`config.mk`:
```
export PLATFORM = sky130hd
export DESIGN_NAME = virtq_notify_sched
export DESIGN_NICKNAME = d
export VERILOG_FILES = /design/src/rtl/virtq_notify_sched.sv
export SDC_FILE = /design/constraint.sdc
export NUM_CORES = 1
export LEC_CHECK = 0
export ABC_AREA = 0
export CORE_UTILIZATION = 26
export DETAILED_ROUTE_END_ITERATION = 8
export DONT_BUFFER_PORTS = 1
export GPL_ROUTABILITY_DRIVEN = 0
export PLACE_DENSITY = 0.42
export SLEW_MARGIN = 5
export SYNTH_ARGS = -nofsm -noshare
export SYNTH_HDL_FRONTEND = slang
export SYNTH_SLANG_ARGS = --single-unit
export TNS_END_PERCENT = 10
```
`constraint.sdc`:
```
create_clock -name clk -period 1.6 [get_ports clk]
set_input_delay 0.32 -clock clk [delete_from_list [all_inputs] [get_ports clk]]
set_output_delay 0.32 -clock clk [all_outputs]
set_load 0.01 [all_outputs]
```
`src/rtl/virtq_notify_sched.sv`:
```
// Turns virtqueue doorbell writes into one-at-a-time round-robin fetch requests, with a watchdog on each fetch.
// Build option: define VIRTQ_NOTIFY_COUNT_EN to add per-queue saturating counters of accepted notifies.
module virtq_notify_sched #(
  parameter int unsigned NUM_QUEUES     = 3,
  parameter int unsigned QIDX_W         = 2,
  parameter int unsigned TIMEOUT_CYCLES = 4096,
  parameter int unsigned TMO_W          = 13
) (
  input  logic                     clk,
  input  logic                     csr_rst,
  input  logic [NUM_QUEUES-1:0]    queue_ready,
  input  logic                     queue_notify_wr,
  input  logic [15:0]              queue_notify_idx,
  output logic                     fetch_req,
  output logic [QIDX_W-1:0]        fetch_qidx,
  input  logic                     fetch_ack,
  input  logic                     fetch_done,
  input  logic                     fetch_more,
  input  logic                     timeout_clr,
`ifdef VIRTQ_NOTIFY_COUNT_EN
  output logic [NUM_QUEUES*16-1:0] notify_cnt,
  input  logic                     notify_cnt_clr,
`endif
  output logic [NUM_QUEUES-1:0]    pending,
  output logic                     busy,
  output logic                     timeout_err
);

  localparam int unsigned CNT_W = 16;

  typedef enum logic [1:0] {
    ST_IDLE = 2'd0,
    ST_REQ  = 2'd1,
    ST_BUSY = 2'd2
  } state_e;

  state_e                  state_q;
  logic                    fetch_req_q;
  logic [QIDX_W-1:0]       fetch_qidx_q;
  logic [QIDX_W-1:0]       last_grant_q;
  logic [TMO_W-1:0]        wd_q;
  logic                    busy_q;
  logic                    timeout_err_q;
  logic [NUM_QUEUES-1:0]   pending_q;
  logic [NUM_QUEUES-1:0]   pending_d;

  logic [NUM_QUEUES-1:0]   notify_set;
  logic [NUM_QUEUES-1:0]   more_set;
  logic [NUM_QUEUES-1:0]   ack_clr;
  logic [NUM_QUEUES-1:0]   eligible;
  logic                    cur_ready;
  logic                    ack_hit;
  logic                    done_hit;
  logic                    tmo_hit;
  logic                    grant_vld;
  logic [QIDX_W-1:0]       grant_idx;
  logic                    hi_vld;
  logic [QIDX_W-1:0]       hi_idx;
  logic [QIDX_W-1:0]       lo_idx;

  assign ack_hit  = (state_q == ST_REQ) && fetch_ack;
  assign done_hit = (state_q == ST_BUSY) && fetch_done;
  assign tmo_hit  = (state_q == ST_BUSY) && !fetch_done && (wd_q == TMO_W'(TIMEOUT_CYCLES - 1));
  assign eligible = pending_q & queue_ready;

  // Per-queue set/clear masks; set is applied after clear so a same-cycle notify survives.
  always_comb begin
    notify_set = '0;
    more_set   = '0;
    ack_clr    = '0;
    cur_ready  = 1'b0;
    for (int i = 0; i < int'(NUM_QUEUES); i++) begin
      if (queue_notify_wr && (queue_notify_idx == 16'(i)) && queue_ready[i]) notify_set[i] = 1'b1;
      if (fetch_qidx_q == QIDX_W'(i)) begin
        cur_ready  = queue_ready[i];
        ack_clr[i] = ack_hit;
        more_set[i] = done_hit && fetch_more;
      end
    end
    pending_d = ((pending_q & ~ack_clr) | notify_set | more_set) & queue_ready;
  end

  // Round-robin: lowest eligible index above last_grant, else lowest eligible overall.
  always_comb begin
    grant_vld = 1'b0;
    hi_vld    = 1'b0;
    hi_idx    = '0;
    lo_idx    = '0;
    for (int i = int'(NUM_QUEUES) - 1; i >= 0; i--) begin
      if (eligible[i]) begin
        grant_vld = 1'b1;
        lo_idx    = QIDX_W'(i);
        if (QIDX_W'(i) > last_grant_q) begin
          hi_vld = 1'b1;
          hi_idx = QIDX_W'(i);
        end
      end
    end
    grant_idx = hi_vld ? hi_idx : lo_idx;
  end

  always_ff @(posedge clk or posedge csr_rst) begin
    if (csr_rst) begin
      pending_q <= '0;
    end else begin
      pending_q <= pending_d;
    end
  end

  always_ff @(posedge clk or posedge csr_rst) begin
    if (csr_rst) begin
      state_q       <= ST_IDLE;
      fetch_req_q   <= 1'b0;
      fetch_qidx_q  <= '0;
      last_grant_q  <= QIDX_W'(NUM_QUEUES - 1);
      wd_q          <= '0;
      busy_q        <= 1'b0;
      timeout_err_q <= 1'b0;
    end else begin
      timeout_err_q <= tmo_hit || (timeout_err_q && !timeout_clr);
      case (state_q)
        ST_IDLE: begin
          if (grant_vld) begin
            fetch_req_q  <= 1'b1;
            fetch_qidx_q <= grant_idx;
            busy_q       <= 1'b1;
            state_q      <= ST_REQ;
          end
        end
        ST_REQ: begin
          // An accepted request always proceeds; a withdrawn queue only aborts an unaccepted one.
          if (fetch_ack) begin
            fetch_req_q <= 1'b0;
            wd_q        <= '0;
            state_q     <= ST_BUSY;
          end else if (!cur_ready) begin
            fetch_req_q <= 1'b0;
            busy_q      <= 1'b0;
            state_q     <= ST_IDLE;
          end
        end
        ST_BUSY: begin
          if (fetch_done || tmo_hit) begin
            last_grant_q <= fetch_qidx_q;
            busy_q       <= 1'b0;
            state_q      <= ST_IDLE;
          end else begin
            wd_q <= wd_q + TMO_W'(1);
          end
        end
        default: begin
          fetch_req_q <= 1'b0;
          busy_q      <= 1'b0;
          state_q     <= ST_IDLE;
        end
      endcase
    end
  end

`ifdef VIRTQ_NOTIFY_COUNT_EN
  logic [NUM_QUEUES*CNT_W-1:0] notify_cnt_q;

  // Saturating accepted-notify counters; clear has priority over increment.
  always_ff @(posedge clk or posedge csr_rst) begin
    if (csr_rst) begin
      notify_cnt_q <= '0;
    end else begin
      for (int i = 0; i < int'(NUM_QUEUES); i++) begin
        if (notify_cnt_clr) begin
          notify_cnt_q[CNT_W*i +: CNT_W] <= '0;
        end else if (notify_set[i] && (notify_cnt_q[CNT_W*i +: CNT_W] != {CNT_W{1'b1}})) begin
          notify_cnt_q[CNT_W*i +: CNT_W] <= notify_cnt_q[CNT_W*i +: CNT_W] + CNT_W'(1);
        end
      end
    end
  end

  assign notify_cnt = notify_cnt_q;
`endif

  assign fetch_req   = fetch_req_q;
  assign fetch_qidx  = fetch_qidx_q;
  assign pending     = pending_q;
  assign busy        = busy_q;
  assign timeout_err = timeout_err_q;

endmodule

```
==> key figures <==
Outcome
  – Status: complete, but fails checks
  – Violated checks: negative setup slack

Timing
  – Max Slew Vio Count: 0
  – Hold WS: 0.1266 ns
  – Final setup margin: -0.01521 ns
  – Fin crit period: around 1.6 ns
  – Final period utilization: 1.010
  – Final hold vios: 0
  – RSZ-0062 raised after global routing: true
  – Fin Clk Skew: 0.005350 ns
  – Final setup fails: 1
  – Fmax: 0.6191 GHz
  – Max_slew headroom: 0.6622
  – Slew @ Worst Pin: 0.5067 ns
  – Setup TNS: -0.01521 ns

Final layout
  – Most frequent cells in the layout: buf_4 (28), dfrtp_1 (24), nand2_1 (14)
  – Final Cell Area: 0.001829 mm²
  – Nets@finish: about 200
  – # diodes: 0
  – Post-layout util: 0.3514
  – Commonest non-fill, non-tap cell in the layout: buf_4
  – Non-filler instance count after layout: 244
  – Area Overhead vs Synth: 28.36%
  – FF+latch area: around 630 µm²
  – Fillers: ~550
  – Area of the multi-input gates: just under 800 µm²
  – Layout cell share with drive strength beyond 1: 0.2874

Clock network
  – H-tree depth: 1
  – CTS tree: done
  – Clk_lat worst skew: around 0.27 ns
  – Total CTS buffers: 3
  – Sink Count: 25
  – Root buffer cell: clkbuf_8
  – CTS max path bufs: 2
  – Clock transition at the registers of the reported paths: around 0.090 ns

Placement
  – Area after DPL: about 0.0017 mm²
  – DP Cell Count: between 200 and 250
  – IO buf count: 0
  – Dpl hpwl: 2722 µm
  – Post-Place Setup Slack: -0.02801 ns

Setup path
  – CP top delay family: simple AND/OR/NAND/NOR gates
  – CP Buf/Inv Count: 1
  – Crit-path cells: ha_2 > nand3_4 > nor4_4 > buf_4 > or4_1 > a21oi_1
  – CP peak stage delay: a little under 0.5 ns
  – Critical path fanouts, max: 4
  – CP endpoint kind: flip-flop
  – Req. time, crit path: roughly 1.8 ns
  – Setup CP Type: flip-flop to flip-flop
  – CP max-delay cell: or4_1
  – CP arrival: between 1.5 and 2 ns
  – Startpoint class of the critical path: flip-flop

Logic synthesis
  – Prevailing post-synth register cell: dfrtp_1
  – Area of the mapped netlist: ~0.0014 mm²
  – Yosys cell types: between 40 and 50
  – Register bit count reported by yosys: 25
  – Yosys warns: 0
  – Async SR Flop Fraction: 1.000
  – Sequential share of the synthesized area: 0.4399
  – Syn Area/Cell: 9.966 µm²
  – Syn Nets: between 150 and 200
  – Post-synth EDFFs: 0
  – Gate Count Post-Synth: 143

GRT
  – Vias in the first global route: 1265
  – GRT Resource Usage Total: 0.1238
  – Initial antenna violation count: 0
  – Largest net degree at the start of global routing: 26
  – Grt ovf: 0
  – First-pass GRT wire length: approximately 5700 µm

Die
  – Core Region: 0.005205 mm²
  – Die height: around 76 µm
  – Die area: 0.005781 mm²
  – Starting Density: 0.2738
  – Top-level port count: 34
  – Die width: about 76 µm
  – FP Rows: 26

Detailed routing
  – Detailed router's first-iteration violation count: 27
  – Antenna Nets Post-Route: 0
  – WL per Instance: between 10 and 15 µm
  – Total wire length: around 3500 µm
  – DR vias: about 1200
  – DRC viols: 0
  – Via-to-Cell Ratio: 5.094
  – Drt pass-1 iters: 4

Power
  – Leakage: about 0.75 nW
  – Total Power: 1.052 mW
  – VDD IR-drop max: between 0.0002 and 0.0003 V
  – P per Cell Area: about 580 mW/mm²

Job
  – Max Cap Viol: 0

Worst hold path
  – Worst min path class: primary input to flip-flop
## cells by family after synthesis
| group | Yosys count | share of synthesized area |
|---|---|---|
| and+or+nand+nor | 57 | 0.2669 |
| muxes | 3 | 0.02283 |
| DFF | 25 | 0.4399 |
| AOI/OAI and AO/OA | 45 | 0.2239 |
| adders and majority gates | 1 | 0.008778 |
| buffers and inverters | 12 | 0.03775 |
## registers in the layout (all words and copies together) (netlist names)
name and cells:
state_q 2, fetch_req 1, busy 1, fetch_qidx 2, timeout_err 1, pending 3, wd_q 13, last_grant_q 2
## cells in the mapped netlist, drive strengths merged, types with 4 or more instances
cell type,count,area [µm²]
a21oi,9,45.04
dfrtp,24,600.6
inv,8,30.03
nand2,14,52.55
nand3,6,42.54
nand4,5,37.53
nor2,4,15.01
nor3,4,20.02
o211ai,4,30.03
o21ai,11,58.80
o31ai,8,60.06
or4,5,37.54
## worst reg2reg max path: cells and delay by family (launching register included)
| family | cells | cell delay, ns |
|---|---|---|
| simple gates | 3 | 0.67 |
| flops | 1 | 0.40 |
| fa+ha+maj | 1 | 0.21 |
| buf+inv | 1 | 0.14 |
| compound gates | 1 | 0.13 |
## area by class of cell
| cell class | count | area share |
|---|---|---|
| Multi-Input combinational cell | 106 | 0.4309 |
| Sequential cell | 25 | 0.3427 |
| Tap cell | 70 | 0.04788 |
| Inverter | 8 | 0.01642 |
| Clock buffer | 4 | 0.02462 |
| Timing Repair Buffer | 31 | 0.1375 |
## what timing repair did
item                                    in CTS  in global routing
gates resized for setup                      4                  5
pin swaps                                    9                  4
gates cloned                                 0                  0
endpoints found under the setup margin      11                 14
buffers inserted                             2                  1
hold buffers                                 1                  0
hold endpoints to repair                    16                  0
## where the power goes
part | total [mW] | leakage (nW) | internal, mW | switching [mW]
Sequential | 0.632 | 0.335 | 0.631 | 0.000122
Clock | 0.395 | 0.0228 | 0.179 | 0.216
Combinational | 0.0256 | 0.389 | 0.00890 | 0.0167
## final timing paths
kind | from | end | slack, ns | cells after the start
worst min-delay path | timeout_clr | timeout_err$_DFF_PP0_ | 0.13 | 1
min in group asynchronous | csr_rst | wd_q[11]$_DFFE_PP0P_ | 0.54 | 3
worst min register to register | wd_q[1]$_DFFE_PP0P_ | wd_q[1]$_DFFE_PP0P_ | 0.55 | 2
max in group asynchronous | csr_rst | last_grant_q[1]$_DFFE_PP1P_ | 0.77 | 3
worst max-delay path | wd_q[0]$_DFFE_PP0P_ | wd_q[11]$_DFFE_PP0P_ | -0.02 | 6
worst max register to register | wd_q[0]$_DFFE_PP0P_ | wd_q[11]$_DFFE_PP0P_ | -0.02 | 6
## layer usage
| metal | vias to the layer above | global-route usage | part of all wire |
|---|---|---|---|
| met1 | 598 | 0.1356 | 0.42 |
| li1 | 611 | - | - |
| met3 | 5 | 0.02994 | 0.046 |
| met2 | 29 | 0.2327 | 0.52 |
| met5 | - | 0 | 0 |
| met4 | 0 | 0.04038 | 0.014 |
Note: power is estimated with default switching activity, not from simulation.
